--- src/rtl/util_axis_1553_pkg.sv ---
// Shared types and constants for the MIL-STD-1553 Manchester II encoder.
// The word format is {tuser[7:0], tdata[15:0]}, as it sits in the input buffer.
package util_axis_1553_pkg;

  typedef enum logic [2:0] {
    ST_IDLE,
    ST_SYNC,
    ST_DATA,
    ST_PARITY,
    ST_GAP
  } state_e;

  // Line symbols on {positive, negative} legs
  localparam logic [1:0] SYM_H   = 2'b10;
  localparam logic [1:0] SYM_L   = 2'b01;
  localparam logic [1:0] SYM_OFF = 2'b00;

  // Sync half-bit patterns, sent MSB first, 1 = H and 0 = L
  localparam logic [5:0] CMD_SYNC_PAT  = 6'b111000;
  localparam logic [5:0] DATA_SYNC_PAT = 6'b000111;

  // tuser field positions
  localparam int SYNC_SEL = 7;
  localparam int PAR_INV  = 6;
  localparam int GAP_MSB  = 3;
  localparam int GAP_LSB  = 0;

  localparam int TDATA_W = 16;
  localparam int TUSER_W = 8;
  localparam int WORD_W  = TDATA_W + TUSER_W;

  localparam int SYNC_HALF_BITS = 6;
  localparam int DATA_HALF_BITS = 32;
  localparam int PAR_HALF_BITS  = 2;
  localparam int WORD_HALF_BITS = SYNC_HALF_BITS + DATA_HALF_BITS + PAR_HALF_BITS;

  function automatic logic [1:0] half_sym(input logic level);
    return level ? SYM_H : SYM_L;
  endfunction

  // Manchester II: logic 1 is H then L, logic 0 is L then H
  function automatic logic [1:0] manch_sym(input logic bit_val, input logic second_half);
    return half_sym(bit_val ^ second_half);
  endfunction

endpackage

--- src/rtl/util_axis_1553_word_fifo.sv ---
// Synchronous word buffer holding {tuser, tdata} ahead of the 1553 encoder.
// Flags are registered; full reads high during reset so upstream holds off.
module util_axis_1553_word_fifo
  import util_axis_1553_pkg::*;
#(
  parameter int depth = 4
) (
  input  logic              aclk,
  input  logic              rst,
  input  logic              wr_en,
  input  logic [WORD_W-1:0] wr_data,
  input  logic              rd_en,
  output logic [WORD_W-1:0] rd_data,
  output logic              full,
  output logic              empty
);

  localparam int AW = (depth > 1) ? $clog2(depth) : 1;
  localparam logic [AW:0] DEPTH_C = (AW + 1)'(depth);

  logic [WORD_W-1:0] mem_q [depth];
  logic [WORD_W-1:0] mem_d [depth];
  logic [AW-1:0]     wr_ptr_q, wr_ptr_d;
  logic [AW-1:0]     rd_ptr_q, rd_ptr_d;
  logic [AW:0]       cnt_q, cnt_d;
  logic              full_q, full_d;
  logic              empty_q, empty_d;
  logic              push, pop;

  always_comb begin
    push     = wr_en & ~full_q;
    pop      = rd_en & ~empty_q;
    mem_d    = mem_q;
    wr_ptr_d = wr_ptr_q;
    rd_ptr_d = rd_ptr_q;
    if (push) begin
      mem_d[wr_ptr_q] = wr_data;
      wr_ptr_d        = wr_ptr_q + 1'b1;
    end
    if (pop) begin
      rd_ptr_d = rd_ptr_q + 1'b1;
    end
    cnt_d   = cnt_q + {{AW{1'b0}}, push} - {{AW{1'b0}}, pop};
    full_d  = (cnt_d == DEPTH_C);
    empty_d = (cnt_d == '0);
  end

  always_ff @(posedge aclk) begin
    if (rst) begin
      mem_q    <= '{default: '0};
      wr_ptr_q <= '0;
      rd_ptr_q <= '0;
      cnt_q    <= '0;
      full_q   <= 1'b1;
      empty_q  <= 1'b1;
    end else begin
      mem_q    <= mem_d;
      wr_ptr_q <= wr_ptr_d;
      rd_ptr_q <= rd_ptr_d;
      cnt_q    <= cnt_d;
      full_q   <= full_d;
      empty_q  <= empty_d;
    end
  end

  assign rd_data = mem_q[rd_ptr_q];
  assign full    = full_q;
  assign empty   = empty_q;

endmodule

--- src/rtl/util_axis_1553_encoder_buf.sv ---
// Buffered MIL-STD-1553 Manchester II encoder: AXI-Stream words in, framed
// differential bus symbols out. Define UTIL_AXIS_1553_ENC_BUF_ERR_INJ_EN to let
// tuser[6] invert the parity of a word for error injection.
//
// Handshake: a word transfers on a rising edge where s_axis_tvalid and
// s_axis_tready are both high; tready is a registered "buffer not full" and
// never depends combinationally on tvalid.
module util_axis_1553_encoder_buf
  import util_axis_1553_pkg::*;
#(
  parameter int clock_speed = 20000000,
  parameter int bit_rate    = 1000000,
  parameter int fifo_depth  = 4
) (
  input  logic        aclk,
  input  logic        rst,
  input  logic [15:0] s_axis_tdata,
  input  logic        s_axis_tvalid,
  input  logic [7:0]  s_axis_tuser,
  output logic        s_axis_tready,
  output logic [1:0]  diff,
  output logic        en_diff
);

  localparam int HB  = clock_speed / (2 * bit_rate);
  localparam int HBW = $clog2(HB + 1);

  logic              fifo_full, fifo_empty, fifo_pop, fifo_push;
  logic [WORD_W-1:0] fifo_rdata;

  assign s_axis_tready = ~fifo_full;
  assign fifo_push     = s_axis_tvalid & s_axis_tready;

  util_axis_1553_word_fifo #(
    .depth(fifo_depth)
  ) u_fifo (
    .aclk   (aclk),
    .rst    (rst),
    .wr_en  (fifo_push),
    .wr_data({s_axis_tuser, s_axis_tdata}),
    .rd_en  (fifo_pop),
    .rd_data(fifo_rdata),
    .full   (fifo_full),
    .empty  (fifo_empty)
  );

  state_e            state_q, state_d;
  logic [HBW-1:0]    hb_q, hb_d;
  logic [5:0]        idx_q, idx_d;
  logic [WORD_W-1:0] word_q, word_d;
  logic [1:0]        diff_q, diff_d;
  logic              en_q, en_d;

  logic              hb_last;
  logic [5:0]        idx_last;
  logic [3:0]        gap;
  logic [15:0]       tdata_q;
  logic [5:0]        sync_pat;
  logic              par_bit;
  logic              unused_bits;

  assign gap      = word_q[TDATA_W+GAP_MSB:TDATA_W+GAP_LSB];
  assign tdata_q  = word_q[TDATA_W-1:0];
  assign sync_pat = word_q[TDATA_W+SYNC_SEL] ? CMD_SYNC_PAT : DATA_SYNC_PAT;
  assign hb_last  = (hb_q == HBW'(HB - 1));

`ifdef UTIL_AXIS_1553_ENC_BUF_ERR_INJ_EN
  assign par_bit     = ~^tdata_q ^ word_q[TDATA_W+PAR_INV];
  assign unused_bits = ^word_q[TDATA_W+5:TDATA_W+4];
`else
  assign par_bit     = ~^tdata_q;
  assign unused_bits = ^word_q[TDATA_W+PAR_INV:TDATA_W+4];
`endif

  // Index of the final half-bit of the current phase
  always_comb begin
    unique case (state_q)
      ST_SYNC:   idx_last = 6'(SYNC_HALF_BITS - 1);
      ST_DATA:   idx_last = 6'(DATA_HALF_BITS - 1);
      ST_PARITY: idx_last = 6'(PAR_HALF_BITS - 1);
      ST_GAP:    idx_last = {1'b0, gap, 1'b0} - 6'd1;
      default:   idx_last = '0;
    endcase
  end

  // Sequencer: the next word is popped on the last cycle of parity or gap,
  // so consecutive words leave the line with no dead cycles.
  always_comb begin
    state_d  = state_q;
    hb_d     = hb_q;
    idx_d    = idx_q;
    word_d   = word_q;
    fifo_pop = 1'b0;
    unique case (state_q)
      ST_IDLE: begin
        hb_d  = '0;
        idx_d = '0;
        if (!fifo_empty) begin
          fifo_pop = 1'b1;
          word_d   = fifo_rdata;
          state_d  = ST_SYNC;
        end
      end
      default: begin
        hb_d = hb_last ? '0 : hb_q + 1'b1;
        if (hb_last) begin
          idx_d = idx_q + 6'd1;
          if (idx_q == idx_last) begin
            idx_d = '0;
            unique case (state_q)
              ST_SYNC: state_d = ST_DATA;
              ST_DATA: state_d = ST_PARITY;
              default: begin
                if (state_q == ST_PARITY && gap != 4'd0) begin
                  state_d = ST_GAP;
                end else if (!fifo_empty) begin
                  fifo_pop = 1'b1;
                  word_d   = fifo_rdata;
                  state_d  = ST_SYNC;
                end else begin
                  state_d = ST_IDLE;
                end
              end
            endcase
          end
        end
      end
    endcase
  end

  // Line symbol for the current half-bit, registered one cycle later
  always_comb begin
    diff_d = SYM_OFF;
    en_d   = 1'b0;
    unique case (state_q)
      ST_SYNC: begin
        en_d   = 1'b1;
        diff_d = half_sym(sync_pat[3'd5 - idx_q[2:0]]);
      end
      ST_DATA: begin
        en_d   = 1'b1;
        diff_d = manch_sym(tdata_q[~idx_q[4:1]], idx_q[0]);
      end
      ST_PARITY: begin
        en_d   = 1'b1;
        diff_d = manch_sym(par_bit, idx_q[0]);
      end
      default: ;
    endcase
  end

  always_ff @(posedge aclk) begin
    if (rst) begin
      state_q <= ST_IDLE;
      hb_q    <= '0;
      idx_q   <= '0;
      word_q  <= '0;
      diff_q  <= SYM_OFF;
      en_q    <= 1'b0;
    end else begin
      state_q <= state_d;
      hb_q    <= hb_d;
      idx_q   <= idx_d;
      word_q  <= word_d;
      diff_q  <= diff_d;
      en_q    <= en_d;
    end
  end

  assign diff    = diff_q;
  assign en_diff = en_q;

endmodule

--- config.mk ---
export PLATFORM = sky130hd
export DESIGN_NAME = util_axis_1553_encoder_buf
export DESIGN_NICKNAME = d
export VERILOG_FILES = /design/src/rtl/util_axis_1553_pkg.sv /design/src/rtl/util_axis_1553_word_fifo.sv /design/src/rtl/util_axis_1553_encoder_buf.sv
export SDC_FILE = /design/constraint.sdc
export NUM_CORES = 1
export LEC_CHECK = 0
export ABC_AREA = 0
export ABC_CLOCK_PERIOD_IN_PS = 10300
export BUFFER_PORTS_ARGS = -buffer_cell sky130_fd_sc_hd__buf_2
export CORE_MARGIN = 2
export CORE_UTILIZATION = 45
export CTS_BUF_LIST = sky130_fd_sc_hd__clkbuf_4
export DETAILED_ROUTE_END_ITERATION = 7
export GPL_ROUTABILITY_DRIVEN = 1
export PLACE_DENSITY = 0.74
export SLEW_MARGIN = 15
export SYNTH_ARGS = -nofsm -noshare
export SYNTH_HDL_FRONTEND = slang
export SYNTH_SLANG_ARGS = --single-unit
--- constraint.sdc ---
create_clock -name aclk -period 10.3 [get_ports aclk]
set_input_delay 0.515 -clock aclk [delete_from_list [all_inputs] [get_ports aclk]]
set_output_delay 0.515 -clock aclk [all_outputs]
set_load 0.02 [all_outputs]
### Yosys cells after proc, flatten, opt, wreduce, memory -nomap -nowiden

Index checks and enable logic that the tools add are counted.
Widths: inputs -> output; s select.

* flip-flop bits (word level): 145
* input port bits: 27
* output and inout bits: 4
* logic and storage cells: 99

* add/subtract/negate cells: 8
* $lt $le $gt $ge: 5
* equality and inequality tests: 10
* muxes and demuxes: 37
* bitwise operators: 10
* reduce and logical (&&, ||, !) cells: 14

Operator list (count)
* $mux 24: 9
* $bwmux 96: 1
* $bmux 24 s2: 1
* $demux 24 s2: 1
* $pmux 6 s4: 1
* $reduce_xnor 16->1: 1
* $mux 3: 5
* $mux 6: 2
* $mux 1: 10
* $add 6x1->6 const B: 1
* $eq 3x2->1 const B: 2
* $eq 3x3->1 const B: 2
* $eq 6x6->1: 1
* $ge 3x3->1 const B: 2
* $logic_not 3->1: 2
* $mux 2: 3
* $not 2->3: 2
* $pmux 2 s3: 1
* $pmux 3 s2: 1
* $reduce_or 3->1: 2
* $sub 5x1->6 const B: 1
* $lt 4x5->1 const B: 1
* $add 2x1->2 const B: 2
* $add 4x1->4 const B: 1
* other kinds (21): 29

### Depth between registers and ports, before layout

Gate-level depths: netlist of the first run.

* depth in word-level cells: 10
* gate-level depth with buffers: 17
* mapped depth without buffers: 16

### Modules after synthesis

A second synthesis of the first run with hierarchy kept.

* cells, all modules: 848
* area, all modules: 7300.8 sq um

Modules (own cells, without submodules)
* util_axis_1553_word_fifo: instances 1, cells an instance 495, area each 4458.0 sq um, seq. area each 2102.0 sq um
* util_axis_1553_encoder_buf: instances 1, cells an instance 353, area each 2842.7 sq um, seq. area each 740.7 sq um

### Worst setup path before layout of the first run

Ideal clock, no wire load.

* kind: flip-flop to flip-flop
* from: register word_q[16]
* to: register u_fifo.empty_q, in the netlist u_fifo.empty
* library setup time: 0.078 ns
* arrival time: 3.314 ns
* data required time: 10.222 ns
* setup slack: 6.908 ns
* cell stages (with the launch flop): 17
* path buffers: 1
* period minus slack after synthesis: 3.392 ns
* path through: dfxtp_1 -> inv_1 -> ha_1 -> or3b_1 -> a31oi_1 -> xnor2_1 -> nand3_1 -> nor4_4 -> nor2_1 -> buf_2 -> inv_1 -> ha_1 -> inv_1 -> ha_1 -> fa_1 -> nor2b_1 -> nor3_1

* cells in the longest elaborated chain, start to end: 10
* elaborated cells on any way between the ends: 13
* those cells by class: add/sub: 2; eq/ne: 1; mux: 6; bitwise: 1; reduce/logical: 3

RTL lines
* from (decl): line util_axis_1553_encoder_buf.sv:50 `logic [WORD_W-1:0] word_q, word_d;`
* from (signal assigned): line util_axis_1553_encoder_buf.sv:164 `word_q <= word_d;`
* parallel branches: the longest is 4 deep, another holds $sub 5x1->6
* $mux 1 (*): line util_axis_1553_encoder_buf.sv:108 `if (idx_q == idx_last) begin`
* $mux 1 (*): line util_axis_1553_encoder_buf.sv:106 `if (hb_last) begin`
* $mux 1 (*): line util_axis_1553_encoder_buf.sv:94 `unique case (state_q)`
* $and 1x1->1 (*): line util_axis_1553_word_fifo.sv:32 `pop = rd_en & ~empty_q;`
* named net u_fifo.pop: line util_axis_1553_word_fifo.sv:28 `logic push, pop;`
* $sub 3x1->3 (*): line util_axis_1553_word_fifo.sv:43 `cnt_d = cnt_q + {{AW{1'b0}}, push} - {{AW{1'b0}}, pop};`
* named net u_fifo.cnt_d[1]: line util_axis_1553_word_fifo.sv:25 `logic [AW:0] cnt_q, cnt_d;`
* $logic_not 3->1 (*): line util_axis_1553_word_fifo.sv:45 `empty_d = (cnt_d == '0);`
* to (signal assigned): line util_axis_1553_word_fifo.sv:62 `empty_q <= empty_d;`
* to (decl): line util_axis_1553_word_fifo.sv:27 `logic empty_q, empty_d;`

Mark *: on every way through the listed nets, which the timed path passes.
A chain may end at the register's enable or synchronous reset.

### Final worst setup path of the first run

* from: register state_q[1]
* to: register u_fifo.empty_q, in the netlist u_fifo.empty

* cells in the longest elaborated chain, start to end: 10
* elaborated cells on any way between the ends: 17
* those cells by class: add/sub: 1; eq/ne: 5; mux: 6; bitwise: 1; reduce/logical: 4

RTL lines
* from (decl): line util_axis_1553_encoder_buf.sv:47 `state_e state_q, state_d;`
* from (signal assigned): line util_axis_1553_encoder_buf.sv:161 `state_q <= state_d;`
* parallel branches: the longest is 6 deep, another holds $pmux 6 s4
* $mux 1 (*): line util_axis_1553_encoder_buf.sv:94
* $and 1x1->1 (*): line util_axis_1553_word_fifo.sv:32
* named net u_fifo.pop: line util_axis_1553_word_fifo.sv:28
* $sub 3x1->3 (*): line util_axis_1553_word_fifo.sv:43
* named net u_fifo.cnt_d[1]: line util_axis_1553_word_fifo.sv:25
* $logic_not 3->1 (*): line util_axis_1553_word_fifo.sv:45

Marked as above.

==> flow_metrics.env, run 1 <==
export IMPL_power_net_switching_mw=0.420
export IMPL_crit_chain="or2b_2 > a31oi_1 > xnor2_1 > nand3_1 > nor4_4 > nor2_1 > inv_1 > ha_1 > inv_1 > ha_1 > fa_1 > nor2b_1 > nor3_1"
export IMPL_syn2layout_area_growth_pct=6.30
export IMPL_cp_slowest_cell="dfxtp_1"
export IMPL_max_freq_mhz=280
export IMPL_max_slew_margin_pct=30.7
export IMPL_combPwrFrac_pct=26.4
export IMPL_start_util_pct=46.0
export IMPL_timing_critical_path_buf_inv=2
export IMPL_routed_via_density=5.47
export IMPL_clkPwrFrac_pct=27.1
export IMPL_dieHeight_um=120
export IMPL_grt_util_all_layers_pct=19.5
export IMPL_period_minus_slack_ns=3.57
export IMPL_holdCritStartpoint="s_axis_tdata[2]"
export IMPL_critPathCaptureType="flop"
export IMPL_clock_root_buffer="clkbuf_4"
export IMPL_finalHoldViolCount=0
export IMPL_ys_top_cells_by_area="dfxtp_1 (43%), nand2_1 (13%), mux4_2 (9.6%)"
export IMPL_htreeDepth=4
export IMPL_peakVddDrop_uv=128
export IMPL_yosysSeqAreaShare_pct=42.7
export IMPL_cp_max_fo=22
export IMPL_r2r_end="u_fifo.empty"
export IMPL_boundaryPins=31
export IMPL_drt_first_pass_iters=5
export IMPL_r2r_setup_slack_ns=6.73
export IMPL_routed_wl_um=13300
export IMPL_final_common_cell="nand2_1"
export IMPL_synth_async_reset_ratio_pct=0
export IMPL_grt_max_degree=100
export IMPL_layout_setup_ws_ns=6.73
export IMPL_path_delay_family="simple AND/OR/NAND/NOR gates"
export IMPL_clk_latency_ns=0.54
export IMPL_p_leak_nw=2.14
export IMPL_synth_area_leader_cell="dfxtp_1"
export IMPL_num_vias=4867
export IMPL_grt_pass1_vias=4636
export IMPL_netlist_instances=707
export IMPL_cap_violations=0
export IMPL_reg2reg_from="state_q[1]"
export IMPL_ys_types=56
export IMPL_cts_resized=0
export IMPL_rsz0062_at_grt="false"
export IMPL_clkTransAtPathRegs_ns=0.12
export IMPL_overflow=0
export IMPL_crit_path_max_incr_delay_ns=0.75
export IMPL_internal_power_mw=0.820
export IMPL_yosysTopAreaCellShare_pct=42.7
export IMPL_drc=0
export IMPL_fin_nets=741
export IMPL_gp_congestion=0.772
export IMPL_cts_sinks=130
export IMPL_sw_frac_of_total_pct=33.8
export IMPL_min_path_type="in2reg"
export IMPL_syn_area_mm2=0.00610
export IMPL_cts_buffers=17
export IMPL_tightest_slew_ns=1.04
export IMPL_dp_hpwl_um=7950
export IMPL_die_x_um=120
export IMPL_tns_ns=0
export IMPL_drt_iter0_markers=361
export IMPL_synth_edf_count=0
export IMPL_ff2ff_path_depth=13
export IMPL_drive_above_1_share_pct=13.6
export IMPL_holdBufCountCts=0
export IMPL_dp_slack_ns=6.76
export IMPL_fillers=1300
export IMPL_critPathKind="reg2reg"
export IMPL_p_per_area_mw_per_mm2=191
export IMPL_period_share_pct=34.7
export IMPL_synth_avg_cell_area_um2=8.62
export IMPL_status="finished clean"
export IMPL_dieArea_mm2=0.0145
export IMPL_holdPathEnd="u_fifo.mem_q[26]"
export IMPL_fin_area_mm2=0.00648
export IMPL_grt_pass1_wl_um=22500
export IMPL_ys_ff_latch=130
export IMPL_antenna_cells=0
export IMPL_finClkSkew_ns=0.0146
export IMPL_rows=42
export IMPL_final_cell_mix="nand2_1 (206), dfxtp_1 (130), a21oi_1 (90)"
export IMPL_cts_tree="built"
export IMPL_crit_required_ns=10.77
export IMPL_wire_per_inst_um=14.9
export IMPL_min_path_cells=3
export IMPL_io_buffers=27
export IMPL_critPathLaunchType="flop"
export IMPL_cts_max_path_buffers=2
export IMPL_ys_flop_type="dfxtp_1"
export IMPL_place_area_mm2=0.00621
export IMPL_seqPwrFrac_pct=46.5
export IMPL_slew_violations=0
export IMPL_antenna_found_initial=0
export IMPL_setup_viol=0
export IMPL_synth_nets=747
export IMPL_postCtsSetupRepairBufs=0
export IMPL_yosys_warnings=0
export IMPL_cp_arrival_ns=4.04
export IMPL_core_mm2=0.0132
export IMPL_ant_nets=0
==> state kept, by name (all words and copies together), names as in the netlist <==
signal / flops
state_q: 3
u_fifo.wr_ptr_q: 2
u_fifo.empty: 1
idx_q: 6
diff: 2
hb_q: 4
u_fifo.cnt_q: 3
en_diff: 1
word_q: 21
u_fifo.mem_q: 84
u_fifo.full: 1
u_fifo.rd_ptr_q: 2
==> cell type report <==
type / instances / area, um2 / share of cell area (%)
timing repair buffer: 31 / 165 / 2.55
inverter: 14 / 52.6 / 0.811
multi-input combinational: 507 / 3170 / 48.9
clock inverter: 14 / 138 / 2.12
tap: 176 / 220 / 3.40
sequential: 130 / 2600 / 40.2
clock buffer: 18 / 135 / 2.08
==> worst min-delay path: cells and delay by family <==
kind | cells | cell delay, ns
AND/OR/NAND/NOR | 1 | 0.05
AO/OA/AOI/OAI | 1 | 0.05
buffers and inverters | 1 | 0.12
==> routing by layer <==
| metal | GRT usage [%] | wire length (um) | share of wire [%] |
|---|---|---|---|
| met1 | 25.5 | 6110 | 46 |
| met2 | 32.2 | 6430 | 48 |
| met3 | 4.72 | 616 | 4.6 |
| met4 | 5.31 | 119 | 0.90 |
| met5 | 0 | 0 | 0 |
==> power groups by stage <==
| stage | Clock, mW | Sequential (mW) | Combinational, mW |
|---|---|---|---|
| after floorplan | 0 | 0.579 | 0.263 |
| after global placement | 0 | 0.587 | 0.325 |
| after detailed placement | 0 | 0.587 | 0.331 |
| after CTS | 0.343 | 0.576 | 0.332 |
| after global routing | 0.365 | 0.583 | 0.367 |
| final | 0.336 | 0.577 | 0.327 |
==> worst max-delay path by stage <==
| stage | start | end | slack, ns | cells past startpoint |
|---|---|---|---|---|
| detailed placement | word_q[16] | u_fifo.empty | 6.76 | 15 |
| finish | state_q[1] | u_fifo.empty | 6.73 | 13 |
| floorplan | word_q[16] | u_fifo.empty | 6.91 | 16 |
| CTS | word_q[16] | u_fifo.empty | 6.70 | 15 |
| global route | state_q[1] | u_fifo.empty | 6.41 | 13 |
| global placement | word_q[16] | u_fifo.empty | 6.76 | 15 |
==> kinds of logic (layout without fill, tap and decap cells) <==
| logic type | Yosys count | in the layout | share of synthesized area (%) |
|---|---|---|---|
| and+or+nand+nor | 280 | 280 | 19.9 |
| AOI/OAI and AO/OA | 159 | 159 | 15.2 |
| DFF | 130 | 130 | 42.7 |
| buffers and inverters | 70 | 77 | 5.36 |
| muxes | 28 | 28 | 9.95 |
| xor gates and xnor gates | 27 | 27 | 4.10 |
| adders and majority gates | 13 | 13 | 2.79 |
==> synth_stat cells (2+ instances only) <==
cell and n:
nand2_1 206, dfxtp_1 130, a21oi_1 90, clkbuf_1 42, mux4_2 26, nor2_1 23
o21ai_1 22, xnor2_1 22, o2111ai_1 19, inv_1 13, ha_1 12, nand3_1 11
buf_6 7, o21ai_0 6, a31oi_1 5, and2_1 5, nor3_1 5, nor2b_1 4
o31ai_1 4, or4_1 4, xor2_1 4, buf_1 3, nand4_1 3, o21a_1 3
or2_2 3, buf_2 2, nor3b_1 2, or3_4 2, or3b_1 2
==> per-stage QoR <==
| stage | total power [mW] | instances | hold slack (ns) | util [%] |
|---|---|---|---|---|
| global placement | 0.912 | 858 | 0.440 | 46.9 |
| CTS | 1.25 | 890 | 0.195 | 48.9 |
| global route | 1.31 | 890 | 0.181 | 48.9 |
| finish | 1.24 | 890 | 0.224 | 48.9 |
| detailed placement | 0.918 | 858 | 0.445 | 46.9 |
| floorplan | 0.843 | 707 | 0.433 | - |
Power figures use the tool's default switching activity.
==> run 2, diff against run 1 <==
--- a/config.mk
+++ b/config.mk
@@ -6,7 +6,7 @@
 export NUM_CORES = 1
 export LEC_CHECK = 0
 export ABC_AREA = 0
-export ABC_CLOCK_PERIOD_IN_PS = 10300
+export ABC_CLOCK_PERIOD_IN_PS = 3630
 export BUFFER_PORTS_ARGS = -buffer_cell sky130_fd_sc_hd__buf_2
 export CORE_MARGIN = 2
 export CORE_UTILIZATION = 45
==> constraint.sdc (replaced) <==
create_clock -name aclk -period 3.63 [get_ports aclk]
set_input_delay 0.1815 -clock aclk [delete_from_list [all_inputs] [get_ports aclk]]
set_output_delay 0.1815 -clock aclk [all_outputs]
set_load 0.02 [all_outputs]
==> run 2 against run 1 <==
Against the previous run:
- worst setup slack got worse by 6.5 ns
- utilization rose by 2.2 points
- sequential power rose to 2.9 times the previous value
- final area rose by 4.6%
- global-route usage rose by 0.33 points
- fmax rose by 5.2%
- cell count rose by 3.1%
- non-clock buffer count rose by 28
- clock power rose to 3.0 times the previous value
- critical path depth rose by 2
- sequential cell count did not move
- largest cell class unchanged
==> flow_metrics.env, run 2 (same netlist as run 1, synthesis figures left out) <==
export IMPL_slew_violations=0
export IMPL_postCtsSetupRepairBufs=0
export IMPL_cts_tree="built"
export IMPL_routed_wl_um=13500
export IMPL_p_per_area_mw_per_mm2=533
export IMPL_p_leak_nw=2.28
export IMPL_overflow=0
export IMPL_wire_per_inst_um=14.7
export IMPL_ant_nets=0
export IMPL_sw_frac_of_total_pct=32.8
export IMPL_finalHoldViolCount=0
export IMPL_cts_buffers=17
export IMPL_tns_ns=0
export IMPL_routed_via_density=5.40
export IMPL_status="finished clean"
export IMPL_start_util_pct=46.0
export IMPL_drc=0
export IMPL_final_common_cell="nand2_1"
export IMPL_power_net_switching_mw=1.19
export IMPL_largest_register_ffs=84
export IMPL_core_mm2=0.0132
export IMPL_rsz0062_at_grt="false"
export IMPL_clk_latency_ns=0.55
export IMPL_cp_arrival_ns=3.87
export IMPL_dp_hpwl_um=8260
export IMPL_fin_nets=769
export IMPL_timing_critical_path_buf_inv=3
export IMPL_drt_first_pass_iters=4
export IMPL_antenna_cells=0
export IMPL_min_path_type="in2reg"
export IMPL_grt_max_degree=95
export IMPL_combPwrFrac_pct=25.7
export IMPL_io_buffers=27
export IMPL_max_slew_margin_pct=34.0
export IMPL_period_minus_slack_ns=3.39
export IMPL_holdCritStartpoint="s_axis_tvalid"
export IMPL_cp_slowest_cell="fa_1"
export IMPL_clkPwrFrac_pct=27.8
export IMPL_cp_startpoint="word_q[16]"
export IMPL_boundaryPins=31
export IMPL_crit_required_ns=4.11
export IMPL_cts_sinks=130
export IMPL_tightest_slew_ns=0.990
export IMPL_drive_above_1_share_pct=14.4
export IMPL_finClkSkew_ns=0.0146
export IMPL_fin_hold_ws_ns=0.222
export IMPL_crit_chain="inv_1 > ha_1 > or3b_1 > a31oi_2 > xnor2_1 > nand3_2 > nor4_4 > nor2_1 > inv_1 > ha_1 > inv_1 > ha_1 > fa_1 > nor2b_1 > nor3_2"
export IMPL_crit_path_max_incr_delay_ns=0.43
export IMPL_grt_util_all_layers_pct=19.8
export IMPL_grt_pass1_wl_um=22800
export IMPL_syn2layout_area_growth_pct=11.1
export IMPL_critPathCaptureType="flop"
export IMPL_total_power_mw=3.61
export IMPL_top_regs="u_fifo.mem_q: 84 flops, word_q: 21 flops, idx_q: 6 flops"
export IMPL_cp_max_fo=4
export IMPL_max_freq_mhz=295
export IMPL_htreeDepth=4
export IMPL_fillers=1266
export IMPL_peakVddDrop_uv=301
export IMPL_grt_pass1_vias=4712
export IMPL_top_register="u_fifo.mem_q"
export IMPL_antenna_found_initial=0
export IMPL_placed_cells=864
export IMPL_rows=42
export IMPL_gp_congestion=0.835
export IMPL_num_vias=4957
export IMPL_clkTransAtPathRegs_ns=0.11
export IMPL_period_share_pct=93.5
export IMPL_final_cells=918
export IMPL_clock_root_buffer="clkbuf_4"
export IMPL_final_cell_mix="nand2_1 (206), dfxtp_1 (129), a21oi_1 (90)"
export IMPL_die_x_um=120
export IMPL_dieHeight_um=120
export IMPL_cts_max_path_buffers=2
export IMPL_seqPwrFrac_pct=46.5
export IMPL_drt_iter0_markers=257
export IMPL_path_delay_family="simple AND/OR/NAND/NOR gates"
export IMPL_dieArea_mm2=0.0145
export IMPL_critPathKind="reg2reg"
export IMPL_setup_viol=0
export IMPL_cap_violations=0
export IMPL_critPathLaunchType="flop"
export IMPL_reg2reg_from="word_q[16]"
export IMPL_internal_power_mw=2.42
-- run 2: cell count changes in the layout (fill, tap and decap cells not counted), moves of 2 or more --
cell,previous run,this run
dlygate4sd3_1,0,22
buf_4,4,10
clkinv_2,1,3
clkinv_4,2,0
inv_6,2,0
-- run 2: worst min-delay path, delay by kind of cell --
family	cells	cell delay (ns)
XOR/XNOR	1	0.18
buffers and inverters	1	0.09
AND/OR/NAND/NOR	2	0.28
-- run 2: power groups by stage --
stage / clock network, mW / logic, mW / registers, mW
5_1_grt: 1.08 / 1.04 / 1.70
2_1_floorplan: 0 / 0.748 / 1.64
6_report: 1.00 / 0.928 / 1.68
3_5_place_dp: 0 / 0.897 / 1.71
3_3_place_gp: 0 / 0.886 / 1.71
4_1_cts: 1.02 / 0.924 / 1.68
-- run 2: area by class of cell --
cell class | instances | area, um2 | share of cell area [%]
multi-input cells | 507 | 3180 | 47.0
flip-flops and latches | 130 | 2600 | 38.4
repair buffers | 59 | 430 | 6.35
well taps | 176 | 220 | 3.25
clock buffers | 19 | 143 | 2.10
clock inverters | 13 | 143 | 2.10
inverters | 14 | 52.6 | 0.775
-- run 2: repair_timing --
item                       in CTS  in global routing
setup endpoints to repair       0                  3
hold endpoints to repair       88                  0
hold buffers                   22                  0
resized for setup               0                  3
-- run 2: through the flow --
stage                     setup slack [ns]  area (um2)  utilization (%)
after floorplan                      0.238        6100                -
after global placement               0.234        6250             47.2
after detailed placement             0.174        6250             47.2
after CTS                           0.0892        6760             51.0
after global routing                0.0283        6780             51.2
final                                0.236        6780             51.2
-- run 2: worst paths after layout --
check / end / slack, ns / depth (start not counted)
worst max-delay path: u_fifo.empty / 0.24 / 15
worst min-delay path: u_fifo.wr_ptr_q[0] / 0.22 / 4
worst max register to register: u_fifo.empty / 0.24 / 15
worst min register to register: u_fifo.mem_q[39] / 0.46 / 2
-- run 2: layer usage --
metal	vias up	routed length (um)	GRT usage (%)
li1	2483	-	-
met1	2355	6080	25.8
met2	101	6620	32.2
met3	18	542	4.43
met4	0	220	7.34
met5	-	0	0
==> run 3, diff against run 2 <==
--- a/config.mk
+++ b/config.mk
@@ -7,13 +7,14 @@
 export LEC_CHECK = 0
 export ABC_AREA = 0
 export ABC_CLOCK_PERIOD_IN_PS = 3630
-export BUFFER_PORTS_ARGS = -buffer_cell sky130_fd_sc_hd__buf_2
 export CORE_MARGIN = 2
 export CORE_UTILIZATION = 45
 export CTS_BUF_LIST = sky130_fd_sc_hd__clkbuf_4
 export DETAILED_ROUTE_END_ITERATION = 7
+export DONT_BUFFER_PORTS = 1
 export GPL_ROUTABILITY_DRIVEN = 1
-export PLACE_DENSITY = 0.74
+export PLACE_DENSITY = 0.72
+export SETUP_SLACK_MARGIN = 0.5
 export SLEW_MARGIN = 15
 export SYNTH_ARGS = -nofsm -noshare
 export SYNTH_HDL_FRONTEND = slang
==> run 3 against run 2 <==
Against the previous run:
- the flow now finishes with violations (negative hold slack)
- global-route usage grew 2.5 points
- clock skew is 0.0048 ns higher
- first-iteration DRC count is 56% higher
==> flow_metrics.env, run 3 (same netlist as run 1, synthesis figures left out) <==
export IMPL_cts_tree="built"
export IMPL_die_x_um=120
export IMPL_cts_sinks=130
export IMPL_critPathKind="reg2reg"
export IMPL_sw_frac_of_total_pct=32.5
export IMPL_finalHoldViolCount=5
export IMPL_violations="negative hold slack"
export IMPL_final_common_cell="nand2_1"
export IMPL_grt_pass1_vias=5389
export IMPL_p_leak_nw=2.74
export IMPL_setup_viol=0
export IMPL_gp_congestion=0.868
export IMPL_rsz0062_at_grt="true"
export IMPL_clk_latency_ns=0.55
export IMPL_cp_slowest_cell="or4_4"
export IMPL_cp_max_fo=3
export IMPL_dp_hpwl_um=8700
export IMPL_power_net_switching_mw=1.23
export IMPL_grt_pass1_wl_um=25800
export IMPL_critPathLaunchType="flop"
export IMPL_status="finished with violations"
export IMPL_r2r_setup_slack_ns=0.38
export IMPL_critPathCaptureType="flop"
export IMPL_max_freq_mhz=308
export IMPL_syn2layout_area_growth_pct=22.4
export IMPL_io_buffers=0
export IMPL_tns_ns=0
export IMPL_seqPwrFrac_pct=44.6
export IMPL_cts_max_path_buffers=2
export IMPL_crit_path_max_incr_delay_ns=0.51
export IMPL_drt_first_pass_iters=5
export IMPL_cts_buffers=17
export IMPL_boundaryPins=31
export IMPL_clkTransAtPathRegs_ns=0.11
export IMPL_core_mm2=0.0132
export IMPL_dieHeight_um=120
export IMPL_p_per_area_mw_per_mm2=506
export IMPL_path_common_cell="inv_1"
export IMPL_ant_nets=0
export IMPL_num_vias=5359
export IMPL_htreeDepth=4
export IMPL_grt_util_all_layers_pct=22.3
export IMPL_min_path_type="in2reg"
export IMPL_wire_per_inst_um=16.0
export IMPL_drc=0
export IMPL_clock_root_buffer="clkbuf_4"
export IMPL_routed_via_density=5.55
export IMPL_antenna_cells=0
export IMPL_max_slew_margin_pct=33.0
export IMPL_top_regs="u_fifo.mem_q: 84 flops, word_q: 21 flops, idx_q: 6 flops"
export IMPL_slew_violations=0
export IMPL_largest_register_ffs=84
export IMPL_peakVddDrop_uv=332
export IMPL_top_register="u_fifo.mem_q"
export IMPL_crit_required_ns=4.10
export IMPL_fillers=1154
export IMPL_period_minus_slack_ns=3.25
export IMPL_crit_chain="buf_6 > or4_4 > nand4_1 > o31ai_2 > or3_4 > nor4_4 > nor2_2 > inv_1 > ha_1 > inv_1 > ha_2 > fa_2 > nor2b_4 > nor3_2"
export IMPL_grt_max_degree=101
export IMPL_clkPwrFrac_pct=27.0
export IMPL_overflow=0
export IMPL_drt_iter0_markers=401
export IMPL_combPwrFrac_pct=28.5
export IMPL_routed_wl_um=15500
export IMPL_fin_nets=818
export IMPL_tightest_slew_ns=1.01
export IMPL_drive_above_1_share_pct=12.8
export IMPL_start_util_pct=46.0
export IMPL_total_power_mw=3.78
export IMPL_rows=42
export IMPL_antenna_found_initial=0
export IMPL_fin_hold_ws_ns=-0.290
export IMPL_dieArea_mm2=0.0145
export IMPL_cp_arrival_ns=3.72
export IMPL_cap_violations=0
export IMPL_internal_power_mw=2.55
export IMPL_finClkSkew_ns=0.0194
export IMPL_period_share_pct=89.4
export IMPL_final_cell_mix="nand2_1 (206), dfxtp_1 (124), dlygate4sd3_1 (95)"
## run 3: changes by cell type in the layout (fill, tap and decap cells not counted), moves of 3 or more
cell           change
dlygate4sd3_1     +73
buf_2             -27
dfxtp_1            -5
dfxtp_2            +4
clkinv_1           -3
## run 3: final timing paths
path,start,endpoint,depth (start not counted)
worst max-delay path,word_q[16],u_fifo.empty,14
worst min-delay path,rst,state_q[0],1
worst max register to register,word_q[16],u_fifo.empty,14
worst min register to register,hb_q[0],hb_q[0],1
## run 3: layout make-up
class,count,area [um2],share of cell area [%]
sequential,130,2610,35.0
multi-input combinational,507,3240,43.4
clock buffer,20,150,2.01
inverter,14,52.6,0.704
clock inverter,11,139,1.86
timing repair buffer,108,1050,14.1
tap,176,220,2.95
## run 3: critical path: cells and delay by family, from the launching register on
kind | cells | cell delay, ns
flops | 1 | 0.35
compound gates | 1 | 0.08
fa+ha+maj | 3 | 0.84
buf+inv | 3 | 0.24
simple gates | 7 | 1.66
## run 3: power by group through the flow
| stage | logic [mW] | registers, mW | clock network [mW] |
|---|---|---|---|
| finish | 1.08 | 1.68 | 1.02 |
| CTS | 1.02 | 1.68 | 1.03 |
| global placement | 0.829 | 1.71 | 0 |
| floorplan | 0.761 | 1.64 | 0 |
| global route | 1.17 | 1.71 | 1.10 |
| detailed placement | 0.861 | 1.71 | 0 |
## run 3: metrics by stage
stage	util [%]	cells	area, um2	setup WS [ns]	hold slack, ns
global route	56.4	966	7460	0.277	-0.342
floorplan	-	707	6120	0.503	0.317
finish	56.4	966	7460	0.384	-0.290
detailed placement	46.0	832	6090	0.186	0.265
CTS	55.9	962	7410	0.451	-0.343
global placement	46.0	832	6090	0.372	0.266
## run 3: routing by layer
metal | part of all wire [%] | track usage [%]
met3 | 5.1 | 5.28
met5 | 0 | 0
met2 | 52 | 39.7
met4 | 1.6 | 8.65
met1 | 41 | 25.7
## run 3: what timing repair did
item / in CTS / in global routing
pin swaps: 10 / 3
buffers inserted: 4 / 4
gates resized for setup: 12 / 7
endpoints found under the hold margin: 106 / 6
hold buffers: 95 / 1
setup endpoints to repair: 4 / 7
